### src/rtl/exu_mdu_ysyx_23060136.sv
`default_nettype none
// ============================================================================
// exu_mdu_ysyx_23060136 : iterative RV32M multiply/divide unit (1 bit/cycle)
// Rev 1.0
// ============================================================================
module exu_mdu_ysyx_23060136 (
    input  logic        clk,
    input  logic        rst,
    input  logic        EXU_MDU_valid,
    output logic        EXU_MDU_ready,
    input  logic [2:0]  EXU_MDU_op,
    input  logic [31:0] EXU_HAZARD_rs1_data,
    input  logic [31:0] EXU_HAZARD_rs2_data,
    input  logic        EXU_MDU_flush,
    output logic [31:0] EXU_MDU_result,
    output logic        EXU_MDU_result_valid,
    input  logic        EXU_MDU_result_ready
);
    localparam logic [31:0] ALL_ONES = 32'hFFFF_FFFF;
    localparam logic [31:0] INT_MIN  = 32'h8000_0000;

    typedef enum logic [1:0] {
        IDLE = 2'd0,
        BUSY = 2'd1,
        FIX  = 2'd2,
        DONE = 2'd3
    } state_t;

    state_t      state, state_nx;
    logic [2:0]  op_q;
    logic        sign_a, sign_b;
    logic [31:0] mag_a, mag_b;
    logic [63:0] acc, acc_nx;
    logic [4:0]  cnt;
    logic [31:0] fix_result;

    logic        accept, in_div, in_sa, in_sb, a_neg, b_neg;
    logic        div_zero, div_ovf, fast;
    logic [31:0] mag_a_in, mag_b_in, fast_result;
    logic [32:0] rem_sh;
    logic [31:0] rem_sub;
    logic [63:0] prod;

    assign EXU_MDU_ready = (state == IDLE);
    assign accept = EXU_MDU_valid && EXU_MDU_ready && !EXU_MDU_flush;

    always_comb begin
        in_div   = EXU_MDU_op[2];
        in_sa    = (EXU_MDU_op == 3'b001) || (EXU_MDU_op == 3'b010) ||
                   (EXU_MDU_op == 3'b100) || (EXU_MDU_op == 3'b110);
        in_sb    = (EXU_MDU_op == 3'b001) || (EXU_MDU_op == 3'b100) ||
                   (EXU_MDU_op == 3'b110);
        a_neg    = in_sa && EXU_HAZARD_rs1_data[31];
        b_neg    = in_sb && EXU_HAZARD_rs2_data[31];
        mag_a_in = a_neg ? (~EXU_HAZARD_rs1_data + 32'd1) : EXU_HAZARD_rs1_data;
        mag_b_in = b_neg ? (~EXU_HAZARD_rs2_data + 32'd1) : EXU_HAZARD_rs2_data;
        div_zero = in_div && (EXU_HAZARD_rs2_data == 32'd0);
        div_ovf  = in_div && !EXU_MDU_op[0] && (EXU_HAZARD_rs1_data == INT_MIN) &&
                   (EXU_HAZARD_rs2_data == ALL_ONES);
        fast     = div_zero || div_ovf;
        if (div_zero)
            fast_result = EXU_MDU_op[1] ? EXU_HAZARD_rs1_data : ALL_ONES;
        else
            fast_result = EXU_MDU_op[1] ? 32'd0 : INT_MIN;
    end

    // One iteration: shift-add for multiply, restoring subtract for divide
    always_comb begin
        acc_nx  = acc;
        rem_sh  = acc[63:31];
        rem_sub = rem_sh[31:0] - mag_b;
        if (op_q[2]) begin
            if (rem_sh >= {1'b0, mag_b})
                acc_nx = {rem_sub, acc[30:0], 1'b1};
            else
                acc_nx = {rem_sh[31:0], acc[30:0], 1'b0};
        end else if (mag_b[cnt]) begin
            acc_nx = acc + ({32'd0, mag_a} << cnt);
        end
    end

    always_comb begin
        prod = (sign_a ^ sign_b) ? (~acc + 64'd1) : acc;
        if (op_q[2]) begin
            if (op_q[1])
                fix_result = sign_a ? (~acc[63:32] + 32'd1) : acc[63:32];
            else
                fix_result = (sign_a ^ sign_b) ? (~acc[31:0] + 32'd1) : acc[31:0];
        end else begin
            fix_result = (op_q == 3'b000) ? prod[31:0] : prod[63:32];
        end
    end

    always_comb begin
        state_nx = state;
        case (state)
            IDLE: if (accept) state_nx = fast ? DONE : BUSY;
            BUSY: if (cnt == 5'd31) state_nx = FIX;
            FIX:  state_nx = DONE;
            DONE: if (EXU_MDU_result_ready) state_nx = IDLE;
            default: state_nx = IDLE;
        endcase
        if (EXU_MDU_flush) state_nx = IDLE;
    end

    always_ff @(posedge clk or negedge rst) begin
        if (!rst) state <= IDLE;
        else      state <= state_nx;
    end

    always_ff @(posedge clk or negedge rst) begin
        if (!rst) begin
            op_q                 <= 3'd0;
            sign_a               <= 1'b0;
            sign_b               <= 1'b0;
            mag_a                <= 32'd0;
            mag_b                <= 32'd0;
            acc                  <= 64'd0;
            cnt                  <= 5'd0;
            EXU_MDU_result       <= 32'd0;
            EXU_MDU_result_valid <= 1'b0;
        end else if (EXU_MDU_flush) begin
            cnt                  <= 5'd0;
            EXU_MDU_result_valid <= 1'b0;
        end else begin
            case (state)
                IDLE: if (accept) begin
                    op_q   <= EXU_MDU_op;
                    sign_a <= a_neg;
                    sign_b <= b_neg;
                    mag_a  <= mag_a_in;
                    mag_b  <= mag_b_in;
                    cnt    <= 5'd0;
                    acc    <= in_div ? {32'd0, mag_a_in} : 64'd0;
                    if (fast) begin
                        EXU_MDU_result       <= fast_result;
                        EXU_MDU_result_valid <= 1'b1;
                    end
                end
                BUSY: begin
                    acc <= acc_nx;
                    cnt <= cnt + 5'd1;
                end
                FIX: begin
                    EXU_MDU_result       <= fix_result;
                    EXU_MDU_result_valid <= 1'b1;
                end
                DONE: if (EXU_MDU_result_ready) EXU_MDU_result_valid <= 1'b0;
                default: ;
            endcase
        end
    end
endmodule
`default_nettype wire

### config.mk
export PLATFORM = sky130hd
export DESIGN_NAME = exu_mdu_ysyx_23060136
export DESIGN_NICKNAME = d
export VERILOG_FILES = /design/src/rtl/exu_mdu_ysyx_23060136.sv
export SDC_FILE = /design/constraint.sdc
export NUM_CORES = 1
export LEC_CHECK = 0
export ABC_AREA = 1
export BUFFER_PORTS_ARGS = -buffer_cell sky130_fd_sc_hd__buf_2
export CORE_AREA = 2 2 266 268
export DETAILED_ROUTE_END_ITERATION = 12
export DIE_AREA = 0 0 268 270
export GPL_TIMING_DRIVEN = 0
export HOLD_SLACK_MARGIN = 0.1
export PLACE_DENSITY = 0.58
export SYNTH_ARGS = -nofsm -noshare
export SYNTH_HDL_FRONTEND = slang
export SYNTH_SLANG_ARGS = --single-unit
### constraint.sdc
create_clock -name clk -period 3.45 [get_ports clk]
set_input_delay 0.1725 -clock clk [delete_from_list [all_inputs] [get_ports clk]]
set_output_delay 0.1725 -clock clk [all_outputs]
set_load 0.1 [all_outputs]
==> impl_results.md <==
- Syn. warnings: 0
- Most frequent cells in the layout: nand2_1, nor2_1, inv_1, nand3_1, o21ai_0
- I/O pin count: 106
- Final WL: roughly 130,000 um
- Vias post-DR: approximately 30,000
- Run status: complete, but fails checks
- Final Slew Violations: 0
- Initial core utilization: around 34%
- Final hold violation count: 0
- RSZ-0062 raised after global routing: true
- Max stage delay on crit path: 0.51 ns
- Crit-path max FO: 6
- GR Util met2: 51.4%
- CTS sink count: 173
- Initial DRC Count: around 3,400
- Met1 usage: approximately half
- Area Growth Syn to Fin: 35.4%
- Critical path's slowest cell: ha_2
- Asr flop ratio synth: 100%
- Fraction of layout cells with a size suffix above 1: 26.5%
- Flops & latches, synth: 173
- Clock H-tree levels: 4
- Vias in the first global route: approximately 28,000
- Post-Synthesis Cell Area: 23,400 um^2
- Global-route wire length before repair: 185,000 um
- Final HPWL DP: around 110,000 um
- Antenna violations before repair: 4
- Core region area: 69,500 um^2
- Setup WS post-layout: -0.260 ns
- Fin util: 45.6%
- Final #Nets: 4,611
- Final Skew: 0.0216 ns
- Worst-path cell chain: buf_6 > buf_12 > buf_12 > nand2_2 > nand2_2 > nor2_1 > a31oi_2 > nand2_1 > o21ai_4 > o21ai_4 > nor2_1 > ha_2 > nand2_2 > nor2_4 > nand2_1 > nor2_2 > nand2_2 > nand3_4 > nand2_1 > nand2_2 > xnor2_2 > nand2_1 > nand3_1 > nand2_1
- Post-route antenna net violation count: 0
- Commonest non-fill, non-tap cell in the layout: nand2_1
- Via density: about 5.6
- Pre-Repair DR Iteration Count: 6
- Failing checks: setup timing
- Reg area: between 4000 and 5000 um^2
- Non-filler instance count after layout: 5,385
- Final GP Congestion: 1.05
- Post-synth EDFFs: 0
- Kind of critical path: flop to flop
- GRT Util Overall: a little over a third
- Worst Setup Start Kind: flop
- Final setup fails: 50
- CTS tree: built
- Wire per inst: between 20 and 25 um
- Final worst path period need: roughly 3.7 ns
- Die Area: 72,400 um^2
- Worst setup EP type: flop
- Clock root buffer: clkbuf_16
- CP arrival: 4.09 ns
- CTS buffer count: 17
- Worst skew pair latency: around 0.5 ns
- Die X: 268 um
- Gr ovfl total: 0
- Setup TNS: -6.24 ns
- Least-Margin Pin Slew: 1.32 ns
- Multi-input combinational cell area: 20,900 um^2
- Netlist cell types: 56
- Syn nets: 4,330
- DIE HEIGHT: 270 um
- Layout fillers: 7,314
- Site Rows: between 90 and 100
- Period Utilization, post-route: 108%
- Largest net degree at the start of global routing: a little over 90
- Clk buf depth: 2
- Placed cells: 5,195
- Max_cap viols: 0
- Worst Hold Class: input port to flop
- Sequential fraction of the synthesis area: 18.5%
- Reg clk slew, reported paths: roughly 0.080 ns
- Post-synth top flop: dfrtp_1
- Setup WS pre-CTS: -1.56 ns
- Met3 Track Usage GR: under 10%
- Busiest grt layer: met2
- Cells after synthesis: 4,150
- Slew headroom: 12.1%
- Req. time, crit path: 3.83 ns
- # port buffers: 104
- Fmax: 270 MHz
- Post-route DRC: 0
- Synthesized area per cell: 5.65 um^2
[kinds of logic (layout without fill, tap and decap cells)]
family	Yosys count	after routing	synth area share, %
compound gates	776	776	17.7
xor+xnor	108	108	4.04
fa+ha+maj	108	108	5.83
buf+inv	629	923	11.0
flops	173	173	18.5
mux	30	30	1.28
other cells	0	1	0
simple gates	2326	2326	41.8
[Yosys cell counts, types with 30 or more instances]
cell type	number	area share, %
o211ai_1	32	1.0
a21oi_1	280	6.0
clkbuf_1	71	1.1
nand3_1	416	8.9
nor3_1	33	0.70
nand4_1	48	1.3
nor2_1	521	8.3
o21ai_0	362	7.7
xor2_1	95	3.6
dfrtp_1	173	18
buf_2	36	0.77
inv_1	454	7.3
nand2_1	1221	20
ha_1	106	5.7
mux2i_1	30	1.3
[worst max-delay path, delay by kind of cell (launching register included)]
family,cells,cell delay [ns]
compound gates,3,0.42
xor+xnor,1,0.12
fa+ha+maj,1,0.51
buf+inv,3,0.42
flops,1,0.39
simple gates,16,1.71
[per-layer routing]
metal | share of wire, % | wire length, um | vias up
met5 | 0.021 | 27 | -
met4 | 5.2 | 6770 | 4
met3 | 9.9 | 13000 | 206
met2 | 42 | 55200 | 1491
met1 | 43 | 55600 | 14468
li1 | - | - | 14144
[area by class of cell]
cell class / instances / share of cell area, %
Clock buffer: 17 / 1.34
Buffer: 149 / 2.89
Sequential cell: 173 / 13.6
Clock inverter: 15 / 0.607
Tap cell: 940 / 3.71
Antenna cell: 1 / 0.00789
Timing Repair Buffer: 265 / 6.19
Multi-Input combinational cell: 3348 / 65.9
Inverter: 477 / 5.72
[through the flow]
stage,instance area (um^2),hold slack [ns]
after detailed placement,25200,0.236
after global routing,31700,0.167
after floorplan,23400,-0.123
after CTS,29900,0.103
final,31700,0.125
after global placement,25100,0.445
[registers in the layout, summed over array words and instances (netlist names)]
name / flops
op_q: 3
sign_b: 1
cnt: 5
mag_a: 32
acc: 64
EXU_MDU_result: 32
state: 2
mag_b: 32
EXU_MDU_result_valid: 1
sign_a: 1
[final timing paths]
kind	startpoint	to	slack, ns	cells past startpoint
min in group asynchronous	rst	mag_b[25]$_DFFE_PN0P_	0.23	2
max	cnt[0]$_DFFE_PN0P_	acc[40]$_DFFE_PN0P_	-0.26	24
max in group asynchronous	rst	EXU_MDU_result[13]$_DFFE_PN0P_	2.24	3
min reg2reg	EXU_MDU_result[5]$_DFFE_PN0P_	EXU_MDU_result[5]$_DFFE_PN0P_	0.48	2
min	EXU_HAZARD_rs2_data[22]	mag_b[22]$_DFFE_PN0P_	0.13	4
max reg2reg	cnt[0]$_DFFE_PN0P_	acc[40]$_DFFE_PN0P_	-0.26	24
[timing repair]
item	CTS	global route
pin swaps	179	154
cloned	1	0
endpoints found under the setup margin	61	57
hold buffers	46	0
gates resized for setup	878	372
buffers inserted	83	30
endpoints found under the hold margin	129	0
Power is not shown: default switching activity piles up to over one toggle a cycle in this logic, so the estimate is an artifact.
